==> src/rtl/seven_seg_pkg.sv <==
// seven_seg_pkg: shared state encoding and BCD constants for the seven-segment scan controller.
package seven_seg_pkg;
    typedef enum logic [1:0] {IDLE, BLANK, DRIVE} state_t;
    localparam logic [3:0] BCD_BLANK = 4'hF;
    localparam logic [3:0] BCD_MAX = 4'd9;
endpackage

==> src/rtl/seven_seg_scan_timer.sv <==
// scan_timer: loadable down-counter that flags expiry when it reaches zero.
module scan_timer #(
    parameter int W = 4
) (
    input  logic         clk,
    input  logic         reset,
    input  logic         load,
    input  logic [W-1:0] load_val,
    output logic [W-1:0] cnt,
    output logic         expire
);
    always_ff @(posedge clk) begin
        if (!reset) cnt <= '0;
        else cnt <= load ? load_val : (cnt != '0) ? cnt - 1'b1 : cnt;
    end
    assign expire = cnt == '0;
endmodule

==> src/rtl/seven_seg_scan_ctrl.sv <==
// seven_seg_scan_ctrl: time-multiplexed scan of a packed BCD value onto one shared decoder.
module seven_seg_scan_ctrl
    import seven_seg_pkg::*;
#(
    parameter int NUM_DIGITS   = 4,
    parameter int DWELL_CYCLES = 1000,
    parameter int BLANK_CYCLES = 16
) (
    input  logic                    clk,
    input  logic                    reset,
    input  logic                    load_valid,
    output logic                    load_ready,
    input  logic [4*NUM_DIGITS-1:0] load_value,
    input  logic                    lz_blank_en,
    output logic [3:0]              bcd,
    output logic [NUM_DIGITS-1:0]   digit_en,
    output logic                    frame_done,
    output logic                    invalid_err
);
    localparam int IW = $clog2(NUM_DIGITS);
    localparam int CW = $clog2((DWELL_CYCLES > BLANK_CYCLES ? DWELL_CYCLES : BLANK_CYCLES) + 1);
    localparam logic [IW-1:0] LAST = IW'(NUM_DIGITS - 1);

    state_t                  state, state_nxt;
    logic [4*NUM_DIGITS-1:0] active, shadow, act_nxt;
    logic                    pending, supp, supp_nxt;
    logic [IW-1:0]           idx, idx_nxt;
    logic [CW-1:0]           cnt, tmr_val;
    logic                    expire, tmr_load, xfer, boundary, upd_active, enter_blank, frame_nxt;
    logic [3:0]              bcd_nxt;
    logic [NUM_DIGITS-1:0]   den_nxt;

    function automatic logic suppressed(input logic [4*NUM_DIGITS-1:0] v, input logic [IW-1:0] i,
                                        input logic lz);
        logic hi_zero;
        hi_zero = 1'b1;
        for (int j = 0; j < NUM_DIGITS; j++)
            if (j >= int'(i) && v[4*j +: 4] != 4'd0) hi_zero = 1'b0;
        return v[{i, 2'b00} +: 4] > BCD_MAX || (lz && i != '0 && hi_zero);
    endfunction

    function automatic logic has_bad(input logic [4*NUM_DIGITS-1:0] v);
        logic bad;
        bad = 1'b0;
        for (int j = 0; j < NUM_DIGITS; j++)
            if (v[4*j +: 4] > BCD_MAX) bad = 1'b1;
        return bad;
    endfunction

    scan_timer #(.W(CW)) u_timer (
        .clk      (clk),
        .reset    (reset),
        .load     (tmr_load),
        .load_val (tmr_val),
        .cnt      (cnt),
        .expire   (expire)
    );

    always_ff @(posedge clk) begin
        if (!reset) state <= IDLE;
        else state <= state_nxt;
    end

    always_comb begin
        state_nxt = state;
        if (state == IDLE) state_nxt = xfer ? BLANK : IDLE;
        else if (expire) state_nxt = (state == BLANK) ? DRIVE : BLANK;
    end

    // Everything below is the next value of a registered output, so no input reaches a pin combinationally.
    always_comb begin
        xfer        = load_valid && !pending;
        boundary    = state == DRIVE && expire && idx == LAST;
        upd_active  = (state == IDLE && xfer) || (boundary && (pending || xfer));
        act_nxt     = !upd_active ? active : pending ? shadow : load_value;
        enter_blank = (state == IDLE && xfer) || (state == DRIVE && expire);
        idx_nxt     = (state == IDLE) ? '0 : (state == DRIVE && expire) ? (idx == LAST ? '0 : idx + 1'b1) : idx;
        tmr_load    = enter_blank || (state == BLANK && expire);
        tmr_val     = enter_blank ? CW'(BLANK_CYCLES - 1) : CW'(DWELL_CYCLES - 1);
        supp_nxt    = enter_blank ? suppressed(act_nxt, idx_nxt, lz_blank_en) : supp;
        bcd_nxt     = !enter_blank ? bcd : supp_nxt ? BCD_BLANK : act_nxt[{idx_nxt, 2'b00} +: 4];
        den_nxt     = (state_nxt == DRIVE && !supp) ? NUM_DIGITS'(1) << idx : '0;
        frame_nxt   = idx == LAST && ((state == DRIVE && cnt == CW'(1)) ||
                                      (state == BLANK && expire && DWELL_CYCLES == 1));
    end

    always_ff @(posedge clk) begin
        if (!reset) begin
            active      <= '0;
            shadow      <= '0;
            pending     <= 1'b0;
            idx         <= '0;
            supp        <= 1'b0;
            bcd         <= '0;
            digit_en    <= '0;
            frame_done  <= 1'b0;
            invalid_err <= 1'b0;
        end else begin
            active     <= act_nxt;
            idx        <= idx_nxt;
            supp       <= supp_nxt;
            bcd        <= bcd_nxt;
            digit_en   <= den_nxt;
            frame_done <= frame_nxt;
            if (upd_active) invalid_err <= has_bad(act_nxt);
            if (boundary) begin
                pending <= 1'b0;
            end else if (xfer && state != IDLE) begin
                shadow  <= load_value;
                pending <= 1'b1;
            end
        end
    end

    assign load_ready = !pending;
endmodule

==> config.mk <==
export PLATFORM = sky130hd
export DESIGN_NAME = seven_seg_scan_ctrl
export DESIGN_NICKNAME = d
export VERILOG_FILES = /design/src/rtl/seven_seg_pkg.sv /design/src/rtl/seven_seg_scan_timer.sv /design/src/rtl/seven_seg_scan_ctrl.sv
export SDC_FILE = /design/constraint.sdc
export NUM_CORES = 1
export LEC_CHECK = 0
export ABC_AREA = 1
export BUFFER_PORTS_ARGS = -buffer_cell sky130_fd_sc_hd__buf_2
export CAP_MARGIN = 20
export CELL_PAD_IN_SITES_DETAIL_PLACEMENT = 0
export CELL_PAD_IN_SITES_GLOBAL_PLACEMENT = 1
export CORE_MARGIN = 4
export CORE_UTILIZATION = 47
export CTS_BUF_LIST = sky130_fd_sc_hd__clkbuf_2 sky130_fd_sc_hd__clkbuf_4 sky130_fd_sc_hd__clkbuf_8
export DETAILED_ROUTE_END_ITERATION = 6
export GPL_ROUTABILITY_DRIVEN = 0
export PLACE_DENSITY = 0.93
export SYNTH_ARGS = -nofsm -noshare
export SYNTH_HDL_FRONTEND = slang
export SYNTH_HIERARCHICAL = 1
export SYNTH_SLANG_ARGS = --single-unit
==> constraint.sdc <==
create_clock -name clk -period 5.4 [get_ports clk]
set_input_delay 0 -clock clk [delete_from_list [all_inputs] [get_ports clk]]
set_output_delay 0 -clock clk [all_outputs]
set_load 0.01 [all_outputs]
### Word level (Yosys, flattened, before mapping)

Cells that the tools add are included.
Widths: inputs -> output; s select.

| storage, ports and cells | value |
|---|---|
| bits in registers | 58 |
| input bits | 20 |
| output and inout port bits | 11 |
| word-level logic and storage cells | 87 |

| cells by class | value |
|---|---|
| add/sub/neg operators | 2 |
| order comparisons | 8 |
| equal/unequal tests | 5 |
| shift operators | 2 |
| muxes and demuxes | 22 |
| bitwise gates (word level) | 2 |
| reduce and logical (&&, ||, !) cells | 35 |

Operators by type and width:

| operator | count |
|---|---|
| $mux 16 | 2 |
| $mux 10 | 3 |
| $gt 4x4->1 const B | 5 |
| $reduce_bool 4->1 | 4 |
| $shiftx 16x5->4 | 1 |
| $logic_and 1x1->1 | 15 |
| $mux 2 | 6 |
| $eq 10x1->1 const B | 1 |
| $logic_not 10->1 | 1 |
| $mux 1 | 10 |
| $reduce_bool 10->1 | 1 |
| $sub 10x1->10 const B | 1 |
| $eq 2x2->1 const B | 3 |
| $reduce_bool 2->1 | 3 |
| $logic_or 1x1->1 | 5 |
| $ge 1x2->1 const A | 2 |
| $mux 4 | 1 |
| $reduce_and 2->1 | 2 |
| $shl 1x2->4 const A | 1 |
| $add 2x1->2 const B | 1 |
| $eq 2x1->1 const B | 1 |
| $ge 2x2->1 const A | 1 |
| $logic_not 1->1 | 2 |
| $logic_not 2->1 | 1 |
| 2 further kinds | 3 |

### Longest topological paths before layout

| logic depth | value |
|---|---|
| depth in word-level cells | 16 |
| depth in mapped cells | 21 |
| mapped depth without buffers | 20 |

### Hierarchy

Netlist, hierarchy kept.

Modules (own cells, without submodules):

| module | instances | cells each | area each (um^2) | seq. area each (um^2) |
|---|---|---|---|---|
| seven_seg_scan_ctrl | 1 | 342 | 2317.2 | 960.9 |
| scan_timer | 1 | 100 | 706.9 | 200.2 |

### Worst setup path before layout

No wires, ideal clock.

| path | value |
|---|---|
| path kind | reg2reg |
| start | register u_timer.cnt[0] |
| end | register bcd[0] |
| setup time | 117 ps |
| data arrival time | 2156 ps |
| data required time | 5283 ps |
| path slack | 3127 ps |
| cell stages (with the launch flop) | 21 |
| path buffers | 1 |
| clock period less this slack | 2273 ps |
| cell sequence | dfxtp_1 inv_1 ha_1 inv_2 nor2_4 nand3_4 nor2_8 nand2_1 inv_1 nand3_4 nand2_4 buf_6 nand2_1 o21ai_2 inv_1 nand2_1 nand4_1 nand2_1 nand3_2 nor2_1 nor2_1 |

| on the way | value |
|---|---|
| longest elaborated chain between the ends | 16 |
| elaborated cells between the ends (all ways) | 31 |
| those cells by class | order compare: 4; shift: 1; mux: 9; reduce/logical: 17 |

Ends and longest elaborated chain:

| element | line | text |
|---|---|---|
| from (decl) | seven_seg_scan_timer.sv:9 | `output logic [W-1:0] cnt,` |
| from (signal assigned) | seven_seg_scan_timer.sv:14 | `else cnt <= load ? load_val : (cnt != '0) ? cnt - 1'b1 : cnt;` |
| $logic_not 10->1 * | seven_seg_scan_timer.sv:16 | `assign expire = cnt == '0;` |
| via expire | seven_seg_scan_ctrl.sv:29 | `logic expire, tmr_load, xfer, boundary, upd_active, enter_blank, frame_nxt;` |
| $logic_and 1x1->1 * | seven_seg_scan_ctrl.sv:73, seven_seg_scan_ctrl.sv:76, seven_seg_scan_ctrl.sv:77 |  |
| parallel branches: the longest is 14 deep, another holds $gt 4x4->1 | n/a |  |
| to (signal assigned) | seven_seg_scan_ctrl.sv:102 | `bcd <= bcd_nxt;` |
| to (decl) | seven_seg_scan_ctrl.sv:15 | `output logic [3:0] bcd,` |

Mark *: on every way through the listed nets, which the timed path passes.
A chain may end at the register's enable or synchronous reset.

### Final worst setup path

| path | value |
|---|---|
| start | register pending |
| end | register u_timer.cnt[0] |

| on the way | value |
|---|---|
| longest elaborated chain between the ends | 6 |
| elaborated cells between the ends (all ways) | 7 |
| those cells by class | mux: 1; reduce/logical: 6 |

Ends and longest elaborated chain:

| element | line | text |
|---|---|---|
| from (decl) | seven_seg_scan_ctrl.sv:26 | `logic pending, supp, supp_nxt;` |
| from (signal assigned) | seven_seg_scan_ctrl.sv:91 | `pending <= 1'b0;` |
| from (signal assigned) | seven_seg_scan_ctrl.sv:107 | `pending <= 1'b0;` |
| from (signal assigned) | seven_seg_scan_ctrl.sv:110 | `pending <= 1'b1;` |
| $logic_not 1->1 * | seven_seg_scan_ctrl.sv:72 | `xfer = load_valid && !pending;` |
| $logic_and 1x1->1 * | seven_seg_scan_ctrl.sv:72 |  |
| $logic_and 1x1->1 * | seven_seg_scan_ctrl.sv:76 | `enter_blank = (state == IDLE && xfer) \|\| (state == DRIVE && expire);` |
| $logic_or 1x1->1 * | seven_seg_scan_ctrl.sv:76 |  |
| $logic_or 1x1->1 * | seven_seg_scan_ctrl.sv:78 | `tmr_load = enter_blank \|\| (state == BLANK && expire);` |
| via tmr_load | seven_seg_scan_ctrl.sv:29 |  |
| $mux 10 / $reduce_bool 2->1 (equally long branches) | n/a |  |

Mark *: on every way through the listed nets, which the timed path passes. The rest lies on a longest branch.

==> impl_metrics.json <==
{
  "synth_compound_area_frac": 0.159,
  "cts_setup_buffers": 0,
  "die_w_um": 88.2,
  "synth_edf_count": 0,
  "cts_tree": "yes",
  "core_area_um2": 6100,
  "layout.cells.non_filler": 566,
  "row_count": 28,
  "antenna_found_initial": 0,
  "cts_sinks": 58,
  "cts_buffer_depth": 2,
  "worst_pin_slew_ns": 1.01,
  "numPortBuffers": 30,
  "cp-start-kind": "flip-flop",
  "wl_met2_um": 2990,
  "netlist_top_cells_area": "dfxtp_1, nand2_1, o21ai_0",
  "ys_top_cells_by_count": "nand2_1, dfxtp_1, nor2_1",
  "cap_violations": 0,
  "period_needed_ns": 3.00,
  "path_class": "flip-flop to flip-flop",
  "fin_skew_ns": 0.0129,
  "top_layer_used": "met4",
  "power_density_nw_per_um2": 458,
  "area_delta_synth_final_pct": 16.9,
  "synthSimpleGateAreaFrac": 0.350,
  "dp_hpwl_um": 4960,
  "path_max_fanout": 30,
  "seq_area_frac_synth": 0.384,
  "clkLatencyLatePin_ns": 0.34,
  "wl_per_cell_um": 12.1,
  "drive_gt1_frac": 0.153,
  "synth_seq_cells": 58,
  "ys_types": 34,
  "overflow": 0,
  "ant_nets": 0,
  "vias": 2861,
  "clockRootBuffer": "clkbuf_8",
  "synth-async-reset-ratio": 0,
  "hold_class": "input port to flip-flop",
  "dieArea_um2": 7780,
  "hold_viol_final": 0,
  "worstPathRequired_ns": 5.61,
  "rsz0062_at_grt": "no",
  "cts_resized": 0,
  "gr-usage-all-layers": 0.196,
  "min_period_over_period": 0.555,
  "ir_drop_uv": 280,
  "synth_warnings": 6,
  "die_h_um": 88.2,
  "final_util": 0.580,
  "avgViaCountPerCell": 5.05,
  "drc": 0,
  "synthFlopType": "dfxtp_1",
  "grt_pass1_wl_um": 12100,
  "crit_path_end_kind": "flip-flop",
  "synth_xor_area_frac": 0,
  "cts_max_level": 3,
  "path_clk_slew_ns": 0.07,
  "synthAdderAreaFrac": 0.00827,
  "finalMaxSlewViolations": 0,
  "synth_top_area_frac": 0.384,
  "first_global_vias": 2636,
  "drtPass1Iterations": 4,
  "met3WireLength_um": 377,
  "cts_buffers": 9,
  "leakage_uw": 0.00170,
  "muxShareOfSynthArea": 0,
  "status": "finished clean",
  "start_util": 0.496,
  "antenna_cells": 0,
  "syn_area_per_cell_um2": 6.84,
  "yosysMostFrequentCell": "nand2_1",
  "wl_met1_um": 3370,
  "synth_top_family_by_area": "simple AND/OR/NAND/NOR gates",
  "cp_data_arrival_time_ns": 3.21,
  "synthCells": 442,
  "drtIter0Drc": 185,
  "tns_ns": 0,
  "dp_cells": 534,
  "ios": 31,
  "reg2reg_slack_ns": 2.40,
  "setup_violations": 0,
  "grt_max_degree": 31,
  "finalWirelength_um": 6870,
  "layout.nets": 508,
  "syn_area_um2": 3020,
  "max-slew-margin-rel": 0.321,
  "fmax_mhz": 333,
  "yosys.area.top_type": "dfxtp_1",
  "holdBufCountCts": 16
}
[cell type report]
class,instances,area (um2)
Multi-Input combinational cell,320,1580
Timing Repair Buffer,46,310
Tap cell,75,93.8
Clock buffer,11,145
Clock inverter,5,53.8
Fill cell,613,2560
Sequential cell,58,1160
Inverter,51,191
[per-stage QoR]
stage	hold slack, ns	instance area (um2)	setup WS [ns]	total power (uW)
finish	0.177	3530	2.40	1620
global route	0.192	3530	1.98	1750
CTS	0.157	3530	2.41	1630
detailed placement	0.255	3180	2.44	1210
global placement	0.249	3180	2.56	1200
floorplan	0.126	3030	3.13	1090
[critical path, cell delays in order (launching register included)]
cell and delay [ns]:
dfxtp_1 0.85, inv_2 0.20, nand3_4 0.26, inv_1 0.06
nor2_1 0.33, o21ai_0 0.48, inv_2 0.39, nand3_1 0.16
nand2_1 0.08, a21oi_1 0.06
[flip-flops by register name, summed over array words and instances, names as in the netlist]
name / flops
idx: 2
frame_done: 1
state: 2
active: 16
invalid_err: 1
pending: 1
u_timer/cnt: 10
supp: 1
digit_en: 4
shadow: 16
bcd: 4
[kinds of logic after synthesis]
| group | after synthesis |
|---|---|
| other | 2 |
| adder cells (fa/ha/maj) | 2 |
| AND/OR/NAND/NOR | 224 |
| AO/OA/AOI/OAI | 90 |
| flip-flops | 58 |
| buffers and inverters | 66 |
[routing by layer]
metal	GRT usage	vias to the layer above
met5	0	-
met4	0.0824	0
met3	0.0438	15
met2	0.291	88
met1	0.273	1248
li1	-	1510
[layout by cell type (no fill, tap or decap), types with 4 or more instances in the layout]
cell type      instances
dfxtp_1               58
inv_1                 46
conb_1                 4
a21oi_1               32
o21ai_0               46
nand3_1               29
nand4_1                5
clkbuf_8              10
nand2_1              105
nand2_4                4
o21ai_1                4
nor2_4                 5
buf_2                 30
nor2_1                56
dlygate4sd3_1         16
[final timing paths]
check | depth (start not counted) | endpoint | from
setup reg to reg | 9 | u_timer/cnt[0] | pending
hold / removal | 3 | u_timer/cnt[8] | reset
hold reg to reg | 2 | shadow[12] | shadow[12]
setup / recovery | 9 | u_timer/cnt[0] | pending
[report_power, final]
part | switching (uW) | leakage [uW] | internal, uW | total (uW)
combinational | 400 | 0.00112 | 218 | 618
clock | 174 | 0.000106 | 229 | 403
sequential | 83.0 | 0.000476 | 515 | 598
total | 657 | 0.00170 | 962 | 1620
Power figures use the tool's default switching activity.
